**src/rtl/fact_pkg.sv**
```systemverilog
// Shared types and constants for the factorial MMIO controller.
package fact_pkg;

    typedef enum logic [1:0] {
        IDLE  = 2'b00,
        CHECK = 2'b01,
        MUL   = 2'b10,
        FIN   = 2'b11
    } state_e;

    localparam logic [1:0] FACT_N   = 2'b00;
    localparam logic [1:0] FACT_GO  = 2'b01;
    localparam logic [1:0] FACT_ST  = 2'b10;
    localparam logic [1:0] FACT_RES = 2'b11;

    localparam int MAXN_DEF = 12;

endpackage

```
**src/rtl/fact_mmio_ctrl_dp.sv**
```systemverilog
// Factorial datapath: down-counter, running product and comparators.
module fact_dp #(
    parameter int w    = 32,
    parameter int NW   = 4,
    parameter int MAXN = 12
) (
    input  logic          clk,
    input  logic          rst,
    input  logic          load,
    input  logic          mul_en,
    input  logic [NW-1:0] n_in,
    output logic [w-1:0]  mul,
    output logic          le1,
    output logic          eq2,
    output logic          ovf
);

    localparam logic [NW:0] MAXN_V = (NW+1)'(MAXN);

    logic [NW-1:0] cnt_q, cnt_d;
    logic [w-1:0]  prod_q, prod_d;
    logic [w-1:0]  cnt_ext;

    assign cnt_ext = {{(w-NW){1'b0}}, cnt_q};
    assign mul     = prod_q * cnt_ext;
    assign le1     = cnt_q <= NW'(1);
    assign eq2     = cnt_q == NW'(2);
    assign ovf     = {1'b0, cnt_q} > MAXN_V;

    always_comb begin
        cnt_d  = cnt_q;
        prod_d = prod_q;
        if (load) begin
            cnt_d  = n_in;
            prod_d = {{(w-1){1'b0}}, 1'b1};
        end else if (mul_en) begin
            prod_d = mul;
            cnt_d  = cnt_q - 1'b1;
        end
    end

    always_ff @(posedge clk or negedge rst) begin
        if (!rst) begin
            cnt_q  <= '0;
            prod_q <= '0;
        end else begin
            cnt_q  <= cnt_d;
            prod_q <= prod_d;
        end
    end

endmodule

```
**src/rtl/fact_mmio_ctrl.sv**
```systemverilog
// Memory-mapped factorial accelerator: registers, start FSM, read mux.
module fact_mmio_ctrl
    import fact_pkg::*;
#(
    parameter int w    = 32,
    parameter int NW   = 4,
    parameter int MAXN = MAXN_DEF
) (
    input  logic         clk,
    input  logic         rst,
    input  logic         WE,
    input  logic [1:0]   A,
    input  logic [w-1:0] WD,
    output logic [w-1:0] RD,
    output logic         Done,
    output logic         Err
);

    state_e        state_q, state_d;
    logic [NW-1:0] n_q, n_d;
    logic [w-1:0]  res_q, res_d;
    logic          done_q, done_d;
    logic          err_q, err_d;
    logic          busy_q, busy_d;

    logic          load, mul_en;
    logic          le1, eq2, ovf;
    logic [w-1:0]  mul;
    logic          start;
    logic          unused_wd;

    assign unused_wd = ^WD[w-1:NW];

    assign start = WE && (A == FACT_GO) && WD[0] && (state_q == IDLE);

    fact_dp #(
        .w   (w),
        .NW  (NW),
        .MAXN(MAXN)
    ) u_dp (
        .clk   (clk),
        .rst   (rst),
        .load  (load),
        .mul_en(mul_en),
        .n_in  (n_q),
        .mul   (mul),
        .le1   (le1),
        .eq2   (eq2),
        .ovf   (ovf)
    );

    always_comb begin
        state_d = state_q;
        n_d     = n_q;
        res_d   = res_q;
        done_d  = done_q;
        err_d   = err_q;
        load    = 1'b0;
        mul_en  = 1'b0;
        if (WE && (A == FACT_N)) begin
            n_d = WD[NW-1:0];
        end
        unique case (state_q)
            IDLE: begin
                if (start) begin
                    state_d = CHECK;
                    load    = 1'b1;
                    done_d  = 1'b0;
                    err_d   = 1'b0;
                end
            end
            CHECK: begin
                if (ovf) begin
                    state_d = FIN;
                    err_d   = 1'b1;
                    done_d  = 1'b1;
                    res_d   = '0;
                end else if (le1) begin
                    state_d = FIN;
                    done_d  = 1'b1;
                    res_d   = {{(w-1){1'b0}}, 1'b1};
                end else begin
                    state_d = MUL;
                end
            end
            MUL: begin
                mul_en = 1'b1;
                // cnt==2 is the last factor; the product lands in RESULT
                if (eq2) begin
                    state_d = FIN;
                    done_d  = 1'b1;
                    res_d   = mul;
                end
            end
            FIN: begin
                state_d = IDLE;
            end
            default: begin
                state_d = IDLE;
            end
        endcase
        busy_d = (state_d == CHECK) || (state_d == MUL);
    end

    always_ff @(posedge clk or negedge rst) begin
        if (!rst) begin
            state_q <= IDLE;
            n_q     <= '0;
            res_q   <= '0;
            done_q  <= 1'b0;
            err_q   <= 1'b0;
            busy_q  <= 1'b0;
        end else begin
            state_q <= state_d;
            n_q     <= n_d;
            res_q   <= res_d;
            done_q  <= done_d;
            err_q   <= err_d;
            busy_q  <= busy_d;
        end
    end

    always_comb begin
        RD = '0;
        unique case (A)
            FACT_N:   RD = {{(w-NW){1'b0}}, n_q};
            FACT_GO:  RD = {{(w-1){1'b0}}, busy_q};
            FACT_ST:  RD = {{(w-2){1'b0}}, err_q, done_q};
            FACT_RES: RD = res_q;
            default:  RD = '0;
        endcase
    end

    assign Done = done_q;
    assign Err  = err_q;

endmodule

```
**config.mk**
```make
export PLATFORM = sky130hd
export DESIGN_NAME = fact_mmio_ctrl
export DESIGN_NICKNAME = d
export VERILOG_FILES = /design/src/rtl/fact_pkg.sv /design/src/rtl/fact_mmio_ctrl_dp.sv /design/src/rtl/fact_mmio_ctrl.sv
export SDC_FILE = /design/constraint.sdc
export NUM_CORES = 1
export LEC_CHECK = 0
export ABC_AREA = 1
export CAP_MARGIN = 20
export CORE_MARGIN = 3
export CORE_UTILIZATION = 60
export DETAILED_ROUTE_END_ITERATION = 6
export PLACE_DENSITY = 0.82
export SYNTH_ARGS = -nofsm -noshare
export SYNTH_HDL_FRONTEND = slang
export SYNTH_SLANG_ARGS = --single-unit
```
**constraint.sdc**
```tcl
create_clock -name clk -period 6.2 [get_ports clk]
set_clock_uncertainty 0.1 [all_clocks]
set_input_delay 1.24 -clock clk [delete_from_list [all_inputs] [get_ports clk]]
set_output_delay 1.24 -clock clk [all_outputs]
set_load 0.03 [all_outputs]
```
==> summary.txt, run 1 <==
Placement
  – Placed cell area: just under 0.009 mm²
  – Gpl congestion: a little under 1
  – Port bufs: between 40 and 50
  – Hpwl dp: approximately 15 mm

Logic synthesis
  – Yosys reg bits: a little under 80
  – Most common library cells after synthesis: 428 x nand2_1, 341 x inv_1, 77 x dfrtp_1
  – Syn. warnings: 0
  – Syn nets: between 1,000 and 1,500
  – Mean Syn Cell Area: 6.43 µm²
  – Cell taking the most area after synthesis: dfrtp_1
  – Largest cells by area after synthesis: dfrtp_1 24%, nand2_1 20%, inv_1 16%, fa_1 14%, ha_1 6.1%
  – Yosys cell types: 36
  – Ys flop type: dfrtp_1
  – Gate Count Post-Synth: around 1,300
  – FFs w/ async S/R, synth: 100%
  – Sequential element share of the synthesized area: 23.6%
  – Post-synth EDFFs: 0
  – Top-count cell post-synth: nand2_1
  – Mapped Area: 0.00818 mm²
  – Share of the synthesized area in the top cell type: between 20% and 30%

STA
  – Slew @ Worst Pin: a little under 0.8 ns
  – Slew Viols, Final: 0
  – F_max: 0.208 GHz
  – Setup TNS: 0 ns
  – RSZ-0062 raised after global routing: false
  – Hold Vio Cnt, Final: 0
  – Minimum clock period: 4.80 ns
  – Slew HR: roughly half
  – Fin crit share: about 77%
  – Setup violators final: 0

Setup path
  – Crit path max fanout: 18
  – Worst setup startpoint: A[0]
  – CP Launch Type: primary input
  – CP Data Required Time: 4.86 ns
  – Slowest CP cell: clkdlybuf4s50_1
  – Biggest cell delay along the critical path: between 0.7 and 0.8 ns
  – WP data arrival: roughly 3.5 ns
  – Crit path to: RD[0]
  – Worst R2R End: res_q[10]
  – Crit path kind: in2out
  – Cell Chain, Critical Path: clkdlybuf4s50_1 > nand2_1 > buf_4 > o2111ai_1 > clkdlybuf4s50_1
  – CP endpoint kind: primary output
  – Reg2Reg Depth: 13
  – Worst r2r src: u_dp.cnt_q[1]
  – FF-to-FF setup slack: roughly 2.0 ns
  – Critical path's most frequent cell: clkdlybuf4s50_1

Die
  – DIE WIDTH: around 120 µm
  – DIE AREA: between 0.015 and 0.02 mm²
  – Die span in y: 123 µm
  – I/O pin cnt: 71
  – Core ar.: roughly 0.013 mm²
  – Initial Util: about three fifths
  – Placement Rows: 42

Clocking
  – Postcts setup bufs: 0
  – CTS max path bufs: 2
  – Clock Pin Slew Worst Setup and Hold Paths: roughly 0.06 ns
  – Gates resized, CTS repair: 0
  – TritonCTS clock tree: built
  – H-Tree Depth: 3
  – Hold-fix buffers, CTS: 0
  – Clock latency on the worst-skew pair: 0.35 ns
  – Num CTS Buffers: 9
  – Root Buffer: clkbuf_16
  – Clock sink count: 77

Routing
  – Via count: 7,599
  – Drt first pass iters: 6
  – DRT iter0 DRCs: 530
  – Via density: approximately 5.1
  – WL/cell: 14.0 µm
  – DRC violation count after routing: 0
  – Final wirelength: ~21 mm
  – Detail Route Antenna Nets: 0

Global route
  – Initial antenna violation count: 0
  – GRT overflow: 0
  – First-pass GRT wire length: 35.2 mm
  – Gr usage total: between 20% and 30%
  – Largest net degree at the start of global routing: ~80
  – Vias in the first global route: 7,439

Layout
  – Area Overhead vs Synth: 10.6%
  – Post-route cell area: roughly 0.009 mm²
  – Nets: roughly 1,400
  – # diodes: 0
  – Share of cells above drive strength 1: under 10%

Pwr
  – Peak supply drop: about 0.42 mV
  – Power Density: roughly 440 mW/mm²
  – LEAKAGE: about 5.6 nW

Status
  – Status: finished clean

Worst hold path
  – Hold Crit Class: reg2reg

Job
  – Max-cap violations: 0
[sequential cells by signal, summed over array words and instances (netlist names)]
signal	cells
Done	1
state_q	2
Err	1
busy_q	1
u_dp.cnt_q	4
n_q	4
u_dp.prod_q	32
res_q	32
[report_power, final]
group	total, mW	switching (mW)	internal [mW]
Clock	0.565	0.208	0.357
Sequential	0.883	0.199	0.684
Combinational	2.52	1.69	0.839
[metrics by stage]
stage / util (%) / hold WS [ns] / worst slack (ns) / power, mW / std cells
2_1_floorplan: - / 0.349 / 2.48 / 2.73 / 1273
3_3_place_gp: 65.4 / 0.365 / 1.46 / 3.25 / 1461
3_5_place_dp: 65.4 / 0.367 / 1.40 / 3.33 / 1461
4_1_cts: 67.6 / 0.383 / 1.41 / 3.93 / 1474
5_1_grt: 68.1 / 0.397 / 1.25 / 4.36 / 1476
6_report: 68.1 / 0.377 / 1.40 / 3.97 / 1476
[worst max-delay path, delay by kind of cell]
family | cells | cell delay [ns]
AND/OR/NAND/NOR | 1 | 0.38
buffers and inverters | 3 | 1.64
AO/OA/AOI/OAI | 1 | 0.19
[per-layer routing]
layer,track usage [%],up-vias,part of all wire (%)
li1,-,3793,-
met1,40.9,3509,44
met2,47.7,257,47
met3,3.46,40,6.5
met4,11.1,0,2.2
met5,0,-,0
[how the worst min path moves through the flow]
stage	from	endpoint	cells after the start
2_1_floorplan	res_q[15]	res_q[15]	2
3_3_place_gp	res_q[31]	res_q[31]	2
3_5_place_dp	res_q[28]	res_q[28]	2
4_1_cts	res_q[28]	res_q[28]	2
5_1_grt	res_q[25]	res_q[25]	2
6_report	res_q[27]	res_q[27]	2
[cells in the final DEF, fill, tap and decap left out, types with 8 or more instances in the layout]
cell,synthesis,layout
a21oi_1,30,30
o21ai_0,15,15
nand4_1,33,33
dfrtp_1,77,77
buf_4,4,8
nor2_1,76,76
nand3_1,62,62
nand2_1,428,428
inv_1,341,341
clkbuf_16,0,9
ha_1,40,39
o21ai_1,24,24
clkdlybuf4s50_1,0,41
fa_1,57,57
[cell type report]
cell class	instances	area, µm²
timing repair buffer	51	526
clock buffer	11	243
fill	1216	4250
inverter	345	1300
sequential	77	1930
clock inverter	2	60.1
tap	176	220
multi-input combinational	814	4780
[cells by family (layout without fill, tap and decap cells)]
| group | count (synthesis) | in the layout | share of synthesized area (%) |
|---|---|---|---|
| XOR/XNOR | 8 | 8 | 0.857 |
| multiplexers | 3 | 3 | 0.413 |
| AO/OA/AOI/OAI | 82 | 82 | 5.57 |
| buffers and inverters | 382 | 409 | 18.1 |
| flip-flops | 77 | 77 | 23.6 |
| adder cells (fa/ha/maj) | 97 | 97 | 20.1 |
| AND/OR/NAND/NOR | 624 | 624 | 31.5 |
(Power assumes the default switching activity.)
==> run 2, diff against run 1 <==
==> constraint.sdc (replaced) <==
create_clock -name clk -period 4.9 [get_ports clk]
set_clock_uncertainty 0.1 [all_clocks]
set_input_delay 0.98 -clock clk [delete_from_list [all_inputs] [get_ports clk]]
set_output_delay 0.98 -clock clk [all_outputs]
set_load 0.03 [all_outputs]
==> summary.txt, run 2 (synthesized netlist as in run 1, its figures left out) <==
Die
  – DIE WIDTH: 123 µm
  – I/O pin cnt: 71
  – Core ar.: 0.0133 mm²
  – Placement Rows: between 40 and 50
  – Die span in y: 123 µm
  – DIE AREA: 0.0151 mm²
  – Initial Util: around three fifths

Status
  – Status: finished clean

Layout
  – FF/Latch Area: 0.00193 mm²
  – Commonest non-fill, non-tap cell in the layout: nand2_1
  – Fillcell total: around 1,200
  – Multi-input gate area: approximately 0.0048 mm²
  – Largest regs: res_q (32), u_dp.prod_q (32)
  – Area Overhead vs Synth: 10.3%
  – Final design utilization: around 68%
  – Post-route cell area: ~0.0090 mm²
  – # diodes: 0
  – Share of cells above drive strength 1: ~3.5%
  – Nets: ~1,400
  – Most frequent cells in the layout: 428 x nand2_1, 341 x inv_1, 77 x dfrtp_1
  – Final non-filler cell total: ~1,500

STA
  – Hold_ws: 0.384 ns
  – Slew @ Worst Pin: a little under 1 ns
  – RSZ-0062 raised after global routing: false
  – Fin crit share: between 80% and 90%
  – F_max: ~0.24 GHz
  – Slew HR: 34.0%
  – Setup violators final: 0
  – Minimum clock period: between 4 and 5 ns
  – Hold Vio Cnt, Final: 0
  – Setup TNS: 0 ns
  – Slew Viols, Final: 0
  – Final WS setup: approximately 0.78 ns

Setup path
  – WP data arrival: about 4.3 ns
  – Biggest cell delay along the critical path: 0.69 ns
  – Crit path max fanout: 19
  – Cell Chain, Critical Path: buf_4 > nand2_1 > inv_1 > fa_1 > inv_1 > fa_1 > inv_1 > ha_1 > nand2_1 > inv_1 > a21oi_1 > nand3_1 > nand2_1 > nand2_1 > nand2_1 > nand2_1 > inv_1 > nand3_1 > nand2_1
  – Delay-heaviest family, CP: adder cells
  – Slowest CP cell: dfrtp_1
  – CP Launch Type: flop
  – CP Data Required Time: approximately 5 ns
  – Crit path kind: reg2reg
  – Crit path buf inv count: 6
  – CP endpoint kind: flop
  – Critical path's most frequent cell: nand2_1

Clocking
  – CTS max path bufs: 2
  – TritonCTS clock tree: built
  – Clock Pin Slew Worst Setup and Hold Paths: 0.06 ns
  – Root Buffer: clkbuf_16
  – Gates resized, CTS repair: 0
  – Clock sink count: 77
  – Postcts setup bufs: 0
  – Clock latency on the worst-skew pair: 0.36 ns
  – Num CTS Buffers: 9
  – H-Tree Depth: 3
  – Hold-fix buffers, CTS: 0

Global route
  – Gr usage total: 29.7%
  – Largest net degree at the start of global routing: 78
  – First-pass GRT wire length: between 30 and 40 mm
  – Initial antenna violation count: 0
  – Vias in the first global route: slightly below 8,000
  – GRT overflow: 0

Routing
  – Final wirelength: between 20 and 25 mm
  – DRC violation count after routing: 0
  – Via count: around 7,700
  – WL/cell: between 10 and 15 µm
  – Via density: just over 5
  – DRT iter0 DRCs: 538
  – Drt first pass iters: 5
  – Detail Route Antenna Nets: 0

Pwr
  – Power Density: 555 mW/mm²
  – Peak supply drop: 0.469 mV
  – Total power: roughly 5 mW
  – LEAKAGE: between 5 and 6 nW

Placement
  – Hpwl dp: 16.0 mm
  – Placement Setup Slack: approximately 0.87 ns
  – Gpl congestion: ~1.0
  – Port bufs: 42
  – Placed cell area: slightly below 0.009 mm²
  – DP Cell Count: ~1,500

Job
  – Max-cap violations: 0

Worst hold path
  – Hold Crit Class: reg2reg
run 2: cell count changes in the layout (fill, tap and decap cells not counted), sizes merged:
cell and delta:
buf +2, inv +1, clkinvlp +2, clkinv +1, bufinv -1
run 2: layout make-up:
type | count | area share (%)
inverters | 345 | 14.4
flip-flops and latches | 77 | 21.4
clock inverters | 5 | 0.652
well taps | 176 | 2.44
multi-input cells | 814 | 52.9
repair buffers | 53 | 5.55
clock buffers | 11 | 2.69
run 2: layer usage:
layer	wire length, µm	GRT usage [%]
met3	1310	4.42
met5	0	0
met4	393	10.3
met1	9450	40.0
met2	9860	49.0
run 2: power breakdown:
group          switching, mW  leakage [nW]  internal, mW  total, mW
sequential             0.278          1.01         0.865       1.14
combinational           2.11          4.39          1.05       3.16
clock                  0.291         0.142         0.410      0.701
total                   2.68          5.55          2.32       5.01
run 2: worst reg2reg max path: stages, from the launching register on:
cell and delay, ns:
dfrtp_1 0.69, buf_4 0.37, nand2_1 0.09, inv_1 0.05, fa_1 0.49, inv_1 0.06, fa_1 0.53, inv_1 0.05
ha_1 0.34, nand2_1 0.17, inv_1 0.06, a21oi_1 0.21, nand3_1 0.23, nand2_1 0.15, nand2_1 0.06, nand2_1 0.05
nand2_1 0.05, inv_1 0.15, nand3_1 0.09, nand2_1 0.09
run 2: final timing paths:
path / cells after the start / to / start / slack (ns)
hold / removal: 2 / res_q[31] / res_q[31] / 0.38
setup reg to reg: 19 / res_q[20] / u_dp.cnt_q[1] / 0.78
hold reg to reg: 2 / res_q[31] / res_q[31] / 0.38
max in group asynchronous: 1 / u_dp.prod_q[2] / rst / 3.36
min in group asynchronous: 1 / u_dp.prod_q[20] / rst / 0.68
setup / recovery: 19 / res_q[20] / u_dp.cnt_q[1] / 0.78
==> run 3, diff against run 2 <==
--- a/config.mk
+++ b/config.mk
@@ -8,9 +8,9 @@
 export ABC_AREA = 1
 export CAP_MARGIN = 20
 export CORE_MARGIN = 3
-export CORE_UTILIZATION = 60
+export CORE_UTILIZATION = 54
 export DETAILED_ROUTE_END_ITERATION = 6
-export PLACE_DENSITY = 0.82
+export PLACE_DENSITY = 0.78
 export SYNTH_ARGS = -nofsm -noshare
 export SYNTH_HDL_FRONTEND = slang
 export SYNTH_SLANG_ARGS = --single-unit
==> constraint.sdc (replaced) <==
create_clock -name clk -period 3.7 [get_ports clk]
set_clock_uncertainty 0.1 [all_clocks]
set_input_delay 0.74 -clock clk [delete_from_list [all_inputs] [get_ports clk]]
set_output_delay 0.74 -clock clk [all_outputs]
set_load 0.03 [all_outputs]
==> summary.txt, run 3 (synthesized netlist as in run 1, its figures left out) <==
Die
  – DIE WIDTH: 129 µm
  – Initial Util: roughly 56%
  – Die span in y: roughly 130 µm
  – Core ar.: 0.0147 mm²
  – DIE AREA: around 0.017 mm²
  – Placement Rows: 44
  – I/O pin cnt: between 70 and 80

Clocking
  – Clock sink count: 77
  – Hold-fix buffers, CTS: 0
  – Num CTS Buffers: 9
  – CTS max path bufs: 2
  – H-Tree Depth: 3
  – Clock latency on the worst-skew pair: roughly 0.35 ns
  – Root Buffer: clkbuf_16
  – Clock Pin Slew Worst Setup and Hold Paths: approximately 0.070 ns
  – TritonCTS clock tree: built

Layout
  – Fillcell total: 1,282
  – Commonest non-fill, non-tap cell in the layout: nand2_1
  – Largest regs: res_q (32), u_dp.prod_q (32)
  – Final design utilization: 64.6%
  – Nets: around 1,400
  – Share of cells above drive strength 1: a little over a tenth
  – Most frequent cells in the layout: 420 x nand2_1, 341 x inv_1, 75 x dfrtp_1
  – Area Overhead vs Synth: 16.0%
  – # diodes: 0

Setup path
  – Worst r2r src: u_dp.cnt_q[3]
  – FF-to-FF setup slack: roughly 0.14 ns
  – CP Data Required Time: 3.88 ns
  – Cell Chain, Critical Path: buf_12 > nand2_1 > inv_1 > fa_1 > inv_1 > fa_1 > inv_1 > ha_1 > nand2_2 > inv_1 > a21oi_2 > buf_4 > nand2_1 > nand2_1 > nand3_1 > nand2_1 > nand3_2 > o21ai_1
  – Crit path kind: reg2reg
  – CP endpoint kind: flop
  – Biggest cell delay along the critical path: approximately 0.53 ns
  – Stages on worst setup path: 18
  – Crit path buf inv count: 6
  – Crit path max fanout: 17
  – Delay-heaviest family, CP: adder cells
  – Worst R2R End: u_dp.prod_q[21]
  – WP data arrival: ~3.7 ns
  – Slowest CP cell: fa_1
  – CP Launch Type: flop
  – Reg2Reg Depth: 18

STA
  – Minimum clock period: around 3.6 ns
  – Slew HR: between 50% and 60%
  – Slew Viols, Final: 0
  – F_max: around 0.28 GHz
  – Slew @ Worst Pin: roughly 0.70 ns
  – RSZ-0062 raised after global routing: true
  – Hold_ws: between 0.15 and 0.2 ns
  – Setup violators final: 0
  – Hold Vio Cnt, Final: 0
  – Fin crit share: 96.2%
  – Setup TNS: 0 ns

Routing
  – Detail Route Antenna Nets: 0
  – Final wirelength: about 21 mm
  – WL/cell: around 14 µm
  – Via density: 5.15
  – DRT iter0 DRCs: around 450
  – DRC violation count after routing: 0
  – Drt first pass iters: 6
  – Via count: approximately 7,700

Global route
  – Largest net degree at the start of global routing: a little under 80
  – Vias in the first global route: 7,491
  – Initial antenna violation count: 0
  – GRT overflow: 0
  – First-pass GRT wire length: ~35 mm
  – Gr usage total: between 20% and 30%

Pwr
  – Combinational share of power: about two thirds
  – LEAKAGE: ~5.7 nW
  – Power Density: between 700 and 800 mW/mm²
  – Peak supply drop: around 0.72 mV
  – Psw: ~3.7 mW
  – Sequential power share: around 20%
  – Power share of the clock group: 14.4%
  – Switching Fraction: 51.3%
  – Internal power: 3.55 mW

Placement
  – Port bufs: 42
  – Hpwl dp: about 16 mm
  – Gpl congestion: 0.947

Job
  – Max-cap violations: 0

Worst hold path
  – Hold Crit Class: in2async

Status
  – Status: finished clean
run 3: layout make-up:
cell class / instances / area (µm²) / share of cell area [%]
clock inverters: 5 / 108 / 1.13
clock buffers: 10 / 239 / 2.52
repair buffers: 64 / 597 / 6.29
multi-input cells: 814 / 5090 / 53.6
well taps: 184 / 230 / 2.43
flip-flops and latches: 77 / 1930 / 20.3
inverters: 345 / 1300 / 13.7
run 3: repair_timing:
| item | 4_1_cts | 5_1_grt |
|---|---|---|
| setup endpoints to repair | 0 | 43 |
| buffers inserted | 0 | 3 |
| gates resized for setup | 0 | 59 |
run 3: per-layer routing:
layer  vias to the layer above  GRT usage [%]  share of wire [%]
li1                       3807              -                  -
met1                      3607           36.4                 43
met2                       257           43.4                 47
met3                        45           4.53                6.8
met4                         0           8.34                2.4
met5                         -              0                  0
run 3: per-stage QoR:
stage	total power, mW	cells	setup slack (ns)	area, µm²
after floorplan	4.58	1273	0.00521	8180
after global placement	5.61	1480	0.111	8770
after detailed placement	5.74	1480	0.0377	8770
after CTS	6.83	1495	0.0131	9110
after global routing	7.94	1499	-0.0353	9490
final	7.28	1499	0.140	9490
run 3: how the worst max path moves through the flow:
stage,startpoint,to,slack (ns)
5_1_grt,u_dp.cnt_q[3],u_dp.prod_q[21],-0.04
3_5_place_dp,u_dp.cnt_q[3],u_dp.prod_q[29],0.04
4_1_cts,u_dp.cnt_q[3],res_q[12],0.01
2_1_floorplan,u_dp.cnt_q[2],u_dp.prod_q[14],0.005
6_report,u_dp.cnt_q[3],u_dp.prod_q[21],0.14
3_3_place_gp,u_dp.cnt_q[2],res_q[12],0.11
run 3: power by group through the flow:
stage | Combinational, mW | Sequential, mW | Clock, mW
2_1_floorplan | 3.22 | 1.35 | 0
3_3_place_gp | 4.15 | 1.45 | 0
3_5_place_dp | 4.28 | 1.46 | 0
4_1_cts | 4.32 | 1.45 | 1.06
5_1_grt | 5.34 | 1.50 | 1.10
6_report | 4.77 | 1.46 | 1.05
